--- src/rtl/decoder_arbiter.sv ---
// rtl/decoder_arbiter.sv - round-robin arbiter driving a 2-to-4 decoder's addr0/addr1/enable
//
// Optional feature macro: ARB_TIMEOUT_EN (forced release after HOLD_MAX cycles of grant).
// With the macro undefined there is no hold counter and timeout is tied to 0.

module decoder_arbiter #(
  parameter int HOLD_MAX = 15
) (
  input  logic       clk,
  input  logic       reset,
  input  logic [3:0] req,
  input  logic       done,
  output logic       addr0,
  output logic       addr1,
  output logic       enable,
  output logic [3:0] grant,
  output logic       timeout
);

  typedef enum logic {
    IDLE  = 1'b0,
    GRANT = 1'b1
  } state_t;

  // Last count value before a forced release; enable is then high for HOLD_MAX cycles.
  localparam logic [7:0] HOLD_MAX_M1 = 8'(HOLD_MAX - 1);

  state_t     state_q, state_d;
  logic [1:0] ptr_q,   ptr_d;
  logic [1:0] addr_q,  addr_d;
  logic       enable_q, enable_d;
  logic [3:0] grant_q, grant_d;

  logic       win_found;
  logic [1:0] win_idx;
  logic       normal_release;
  logic       forced_release;

`ifdef ARB_TIMEOUT_EN
  logic [7:0] hold_cnt_q, hold_cnt_d;
  logic       timeout_q,  timeout_d;
`endif

  // Round-robin search: first set request starting at ptr and wrapping mod 4.
  always_comb begin
    win_found = 1'b0;
    win_idx   = 2'd0;
    for (int i = 0; i < 4; i++) begin
      if (!win_found && req[ptr_q + 2'(i)]) begin
        win_found = 1'b1;
        win_idx   = ptr_q + 2'(i);
      end
    end
  end

  // Release conditions while a grant is active; done and owner drop merge into one release.
  always_comb begin
    normal_release = done || !req[addr_q];
`ifdef ARB_TIMEOUT_EN
    forced_release = !normal_release && (hold_cnt_q == HOLD_MAX_M1);
`else
    forced_release = 1'b0;
`endif
  end

  // Next-state and registered-output computation for the IDLE/GRANT machine.
  always_comb begin
    state_d  = state_q;
    ptr_d    = ptr_q;
    addr_d   = addr_q;
    enable_d = enable_q;
    grant_d  = grant_q;
`ifdef ARB_TIMEOUT_EN
    hold_cnt_d = hold_cnt_q;
    timeout_d  = 1'b0;
`endif
    case (state_q)
      IDLE: begin
        enable_d = 1'b0;
        grant_d  = 4'b0000;
        if (win_found) begin
          // Select bits only move here, while enable is still low.
          addr_d   = win_idx;
          enable_d = 1'b1;
          grant_d  = 4'b0001 << win_idx;
          state_d  = GRANT;
`ifdef ARB_TIMEOUT_EN
          hold_cnt_d = 8'd0;
`endif
        end
      end
      GRANT: begin
        if (normal_release || forced_release) begin
          // Going back to IDLE guarantees at least one bubble cycle before the next grant.
          enable_d = 1'b0;
          grant_d  = 4'b0000;
          ptr_d    = addr_q + 2'd1;
          state_d  = IDLE;
`ifdef ARB_TIMEOUT_EN
          timeout_d = forced_release;
`endif
        end else begin
`ifdef ARB_TIMEOUT_EN
          hold_cnt_d = hold_cnt_q + 8'd1;
`endif
        end
      end
      default: begin
        state_d  = IDLE;
        enable_d = 1'b0;
        grant_d  = 4'b0000;
      end
    endcase
  end

  // State and output registers with synchronous active-high reset.
  always_ff @(posedge clk) begin
    if (reset) begin
      state_q  <= IDLE;
      ptr_q    <= 2'd0;
      addr_q   <= 2'd0;
      enable_q <= 1'b0;
      grant_q  <= 4'b0000;
    end else begin
      state_q  <= state_d;
      ptr_q    <= ptr_d;
      addr_q   <= addr_d;
      enable_q <= enable_d;
      grant_q  <= grant_d;
    end
  end

`ifdef ARB_TIMEOUT_EN
  // Hold counter and timeout pulse registers.
  always_ff @(posedge clk) begin
    if (reset) begin
      hold_cnt_q <= 8'd0;
      timeout_q  <= 1'b0;
    end else begin
      hold_cnt_q <= hold_cnt_d;
      timeout_q  <= timeout_d;
    end
  end

  assign timeout = timeout_q;
`else
  logic unused_hold_max;
  assign unused_hold_max = ^HOLD_MAX_M1;
  assign timeout         = 1'b0;
`endif

  assign addr0  = addr_q[0];
  assign addr1  = addr_q[1];
  assign enable = enable_q;
  assign grant  = grant_q;

endmodule

--- config.mk ---
export PLATFORM = sky130hd
export DESIGN_NAME = decoder_arbiter
export DESIGN_NICKNAME = d
export VERILOG_FILES = /design/src/rtl/decoder_arbiter.sv
export SDC_FILE = /design/constraint.sdc
export NUM_CORES = 1
export LEC_CHECK = 0
export BUFFER_PORTS_ARGS = -buffer_cell sky130_fd_sc_hd__buf_2
export CORE_UTILIZATION = 36
export CTS_BUF_LIST = sky130_fd_sc_hd__clkbuf_8
export DETAILED_ROUTE_END_ITERATION = 10
export GPL_TIMING_DRIVEN = 1
export PLACE_DENSITY = 0.65
export SLEW_MARGIN = 20
export SYNTH_ARGS = -nofsm -noshare
export SYNTH_HDL_FRONTEND = slang
export SYNTH_SLANG_ARGS = --single-unit
--- constraint.sdc ---
create_clock -name clk -period 1.8 [get_ports clk]
set_clock_uncertainty 0.2 [all_clocks]
set_input_delay 0.09 -clock clk [delete_from_list [all_inputs] [get_ports clk]]
set_output_delay 0.09 -clock clk [all_outputs]
set_load 0.005 [all_outputs]
==> results.toml, run 1 <==
[grt]
grt_max_degree = 8
gr-usage-all-layers_pct = 17.18
grt_pass1_vias = 423
grt_overflow = 0
antenna_found_initial = 0
grt_pass1_wl_um = 1759

[floorplan]
die_w_um = 40.39
fp-row-count = 13
coreArea_um2 = 1334
die_y_um = 40.39
die_area_um2 = 1631
start_util_pct = 39.77
io_pins = 15

[worst_setup_path]
path_max_fanout = 5
max_stage_delay_ps = 420
path_buf_inv = 0
critPathLaunchType = "flop"
r2r_cells = 4
crit_type = "reg2reg"
r2r_setup_slack_ps = 190
arrival_ps = 1530
r2r-end = "grant[1]$_SDFFE_PP0P_"
cp.required_ps = 1720
reg2reg_from = "addr_q[0]$_SDFFE_PP0P_"
cp-startpoint = "addr_q[0]$_SDFFE_PP0P_"
path_cells = "mux2i_1 -> o22ai_1 -> and3b_2 -> a32o_1"
crit_path_end_kind = "flop"
cpMaxStageDelayCell = "dfxtp_1"
cp_top_family = "flip-flops"
cp.depth = 4
crit_end = "grant[1]$_SDFFE_PP0P_"

[synth]
yosysTopAreaCell = "dfxtp_1"
yosysTopAreaCellShare_pct = 37.74
yosys-top-cells-area = "dfxtp_1 38%, a32o_1 7.5%, mux2i_1 7.5%"
ys_warn_count = 0
netlist_area_um2 = 530.5
synth.ff_latch_count = 10
yosysSeqAreaShare_pct = 37.74
syn_inst = 55
syn_avg_cell_area_um2 = 9.646
synth_cell_type_count = 26
syn-num-nets = 62

[hold_path]
hold_class = "in2reg"

[clocking]
post_cts_resized = 0
cts-root-buf = "clkbuf_8"
postCtsSetupBuffers = 0
tritoncts = "built"
clock_sinks = 10
clkTransAtPathRegs_ps = 40
htree_levels = 1
cts_made_buffers = 3
hold_buffers = 1
clk_latency_ps = 230
cts_buffer_depth = 2

[layout]
fillerInstances = 142
layout_commonest_cell = "buf_2"
antennaDiodeCount = 0
design_area_um2 = 658.1
areaGrowthSynthToFinish_pct = 24.06
fin_nets = 80
layout_common_cells = "13 x buf_2, 10 x dfxtp_1, 6 x nor2_1"
layout-drive-gt1-share_pct = 33.80

[pwr]
p_per_area_nw_per_um2 = 915.9
leakagePower_nw = 0.3121
vdd_ir_drop_max_mv = 0.4765

[place]
postPlaceCellArea_um2 = 606.8
dp_hpwl_um = 827.4
port_buffers = 13
gp_congestion = 0.7719

[sta]
finalSetupViolCount = 0
rsz0062_at_grt = "false"
max_freq_mhz = 621.9
min_period_ps = 1608
hold_viol_final = 0
finalSetupTns_ps = 0
period_share_pct = 89.34
drv_slew = 0

[job]
drv_cap = 0

[drt]
drtPass1Iterations = 4
wire_per_inst_um = 12.78
via_per_inst = 5.477
wl_um = 1099
drt_iter0_drc = 8
drc = 0
drtAntennaViolNets = 0
via_count = 471

[run_status]
status = "finished, final reports clean"
==> report_power, final <==
group | switching (mW) | leakage [nW] | internal (mW)
clock | 0.0715 | 0.0216 | 0.145
sequential | 0.0191 | 0.0822 | 0.242
combinational | 0.0644 | 0.208 | 0.0611
==> kinds of logic after synthesis <==
group,share of synthesized area [%]
buffers and inverters,3.538
multiplexers,7.547
AND/OR/NAND/NOR,17.92
XOR/XNOR,1.651
other,0.7069
flip-flops,37.74
AO/OA/AOI/OAI,30.90
==> worst min path at each step <==
| stage | startpoint | end | slack [ps] | cells after the start |
|---|---|---|---|---|
| 2_1_floorplan | reset | addr_q[1]$_SDFFE_PP0P_ | -40 | 1 |
| 3_3_place_gp | reset | addr_q[1]$_SDFFE_PP0P_ | 170 | 2 |
| 3_5_place_dp | reset | addr_q[1]$_SDFFE_PP0P_ | 170 | 2 |
| 4_1_cts | req[2] | state_q$_SDFF_PP0_ | 110 | 5 |
| 5_1_grt | req[3] | grant[2]$_SDFFE_PP0P_ | 170 | 3 |
| 6_report | req[2] | state_q$_SDFF_PP0_ | 110 | 5 |
==> state kept, by name, summed over array words and instances (netlist names) <==
signal,cells
grant,4
addr_q,2
ptr_q,2
enable,1
state_q,1
==> metrics by stage <==
step                      hold WS (ps)  instances  worst slack, ps  total power, mW  util (%)
after global placement           169.1         82            239.8           0.3853     45.50
after detailed placement         170.8         82            189.2           0.3870     45.50
after global routing             165.7         86            108.9           0.6421     49.34
after CTS                        109.2         86            186.1           0.6144     49.34
after floorplan                 -40.93         55            274.6           0.3468         -
final                            112.5         86            191.9           0.6028     49.34
==> cell type report <==
class,count,area (µm²),area share [%]
multi-input combinational,41,311.5,47.34
inverter,3,11.26,1.711
sequential,10,200.2,30.42
tap,15,18.77,2.852
timing repair buffer,14,75.07,11.41
clock buffer,3,41.29,6.274
==> metal layers <==
metal | vias up | part of all wire [%] | GRT usage, %
li1 | 239 | - | -
met1 | 219 | 48 | 23.57
met2 | 11 | 45 | 22.22
met3 | 2 | 5.2 | 3.333
met4 | 0 | 1.3 | 15.00
met5 | - | 0 | 0
==> worst reg2reg max path: cells and delay by family (launching register included) <==
family	cells	cell delay, ps
muxes	1	300
AOI/OAI and AO/OA	2	330
and+or+nand+nor	1	250
DFF	1	420
==> synth_stat cells (all sizes together) <==
master	n
o311ai	1
o31ai	1
o31a	1
conb	1
inv	3
dfxtp	10
nor2b	1
or2b	1
nor2	7
or2	2
nand2b	2
and3b	1
a22o	1
nand2	1
xor2	1
a221oi	1
nor4	1
mux2i	4
a32o	4
a21oi	4
a221o	1
o221ai	1
o22ai	1
a21o	3
buf	1
Note: power is estimated with default switching activity, not from simulation.
==> run 2, diff against run 1 <==
--- a/constraint.sdc
+++ b/constraint.sdc
@@ -4,2 +4,2 @@
 set_output_delay 0.09 -clock clk [all_outputs]
-set_load 0.005 [all_outputs]
+set_load 0.1 [all_outputs]
==> results.toml, run 2 (same netlist as run 1, synthesis figures left out) <==
[place]
dp_hpwl_um = 840
dp_cells = 82
port_buffers = 13
gp_congestion = 0.7401

[pwr]
internal_power_mw = 0.4520
clkPwrFrac_pct = 31.8
vdd_ir_drop_max_mv = 0.6876
sequentialPowerShare_pct = 36.7
p_switching_mw = 0.2599
leakagePower_nw = 0.3185
p_per_area_nw_per_um2 = 1067
design_power_total_mw = 0.7119
p_sw_share_pct = 36.51
combPwrFrac_pct = 31.5

[sta]
finalSetupViolCount = 0
max_freq_mhz = 643.5
holdWs_ps = 149.5
finalSetupTns_ps = 0
period_share_pct = 86.33
drv_slew = 0
min_period_ps = 1554
rsz0062_at_grt = "false"
hold_viol_final = 0

[worst_setup_path]
critPathLaunchType = "flop"
crit_path_end_kind = "flop"
crit_type = "reg2reg"
cp.required_ps = 1720
path_max_fanout = 5
arrival_ps = 1470
r2r_cells = 4

[run_status]
status = "finished, final reports clean"

[hold_path]
hold_class = "in2reg"
worstHoldPathCells = 3

[clocking]
htree_levels = 1
clock_sinks = 10
clk_latency_ps = 230
clkTransAtPathRegs_ps = 50
cts-root-buf = "clkbuf_8"
tritoncts = "built"
cts_buffer_depth = 2
cts_made_buffers = 3

[drt]
drt_iter0_drc = 5
drtAntennaViolNets = 0
via_count = 475
drtPass1Iterations = 4
wire_per_inst_um = 12.45
drc = 0
via_per_inst = 5.460
wl_um = 1083

[grt]
gr-usage-all-layers_pct = 15.18
antenna_found_initial = 0
grt_max_degree = 8
grt_pass1_vias = 380
grt_overflow = 0
grt_pass1_wl_um = 1628

[job]
drv_cap = 0

[layout]
fin_nets = 80
layout_commonest_cell = "buf_2"
regArea_um2 = 205.2
layout-drive-gt1-share_pct = 36.11
layout_common_cells = "13 x buf_2, 8 x dfxtp_1, 6 x nor2_1"
fillerInstances = 133
antennaDiodeCount = 0
instances_no_fill = 87
multi_input_area_um2 = 311.5
areaGrowthSynthToFinish_pct = 25.71
largest_reg_flops = 4

[floorplan]
io_pins = 15
die_area_um2 = 1631
die_w_um = 40.39
start_util_pct = 39.77
coreArea_um2 = 1334
fp-row-count = 13
die_y_um = 40.39
==> run 2: cell types whose count changed in the layout (fill, tap and decap cells not counted) <==
cell     change
dfxtp_4      +1
dfxtp_1      -2
inv_1        +1
dfxtp_2      +1
==> run 2: final timing paths <==
path / from / end / slack, ps
worst max-delay path: ptr_q[0]$_SDFFE_PP0P_ / grant[2]$_SDFFE_PP0P_ / 250
worst min-delay path: req[3] / grant[3]$_SDFFE_PP0P_ / 150
worst max register to register: ptr_q[0]$_SDFFE_PP0P_ / grant[2]$_SDFFE_PP0P_ / 250
worst min register to register: enable$_SDFFE_PP0P_ / enable$_SDFFE_PP0P_ / 250
==> run 2: metal layers <==
layer / part of all wire [%] / up-vias / track usage (%)
li1: - / 243 / -
met1: 53 / 217 / 21.00
met2: 41 / 13 / 21.83
met3: 5.4 / 2 / 5.000
met4: 0.46 / 0 / 5.000
met5: 0 / - / 0
==> run 2: worst max-delay path: stages, from the launching register on <==
cell and delay [ps]:
dfxtp_1 410, nor2b_2 80, a21o_1 180, a221o_1 320, a32o_1 250
==> run 2: layout make-up <==
cell class              count  area share (%)
inverters                   3           1.689
repair buffers             14           11.26
flip-flops and latches     10           30.77
multi-input cells          41           46.72
clock inverters             1          0.5629
well taps                  15           2.814
clock buffers               3           6.191
==> run 2: stage by stage <==
stage	utilization [%]	cell area, µm²	setup WS [ps]
3_5_place_dp	45.87	611.8	254.2
3_3_place_gp	45.87	611.8	252.0
4_1_cts	50.00	666.9	237.0
6_report	50.00	666.9	246.0
2_1_floorplan	-	535.5	88.85
5_1_grt	50.00	666.9	181.9
==> run 2: repair_timing <==
action	in CTS	in global routing
hold endpoints to repair	4	0
buffers inserted	0	0
hold buffers	1	0
resized for setup	0	0
==> run 2: power groups by stage <==
stage	registers, mW	clock network [mW]	logic, mW
final	0.261	0.226	0.224
after global routing	0.264	0.248	0.239
after CTS	0.261	0.231	0.225
after detailed placement	0.265	0	0.222
after global placement	0.265	0	0.222
after floorplan	0.355	0	0.0922
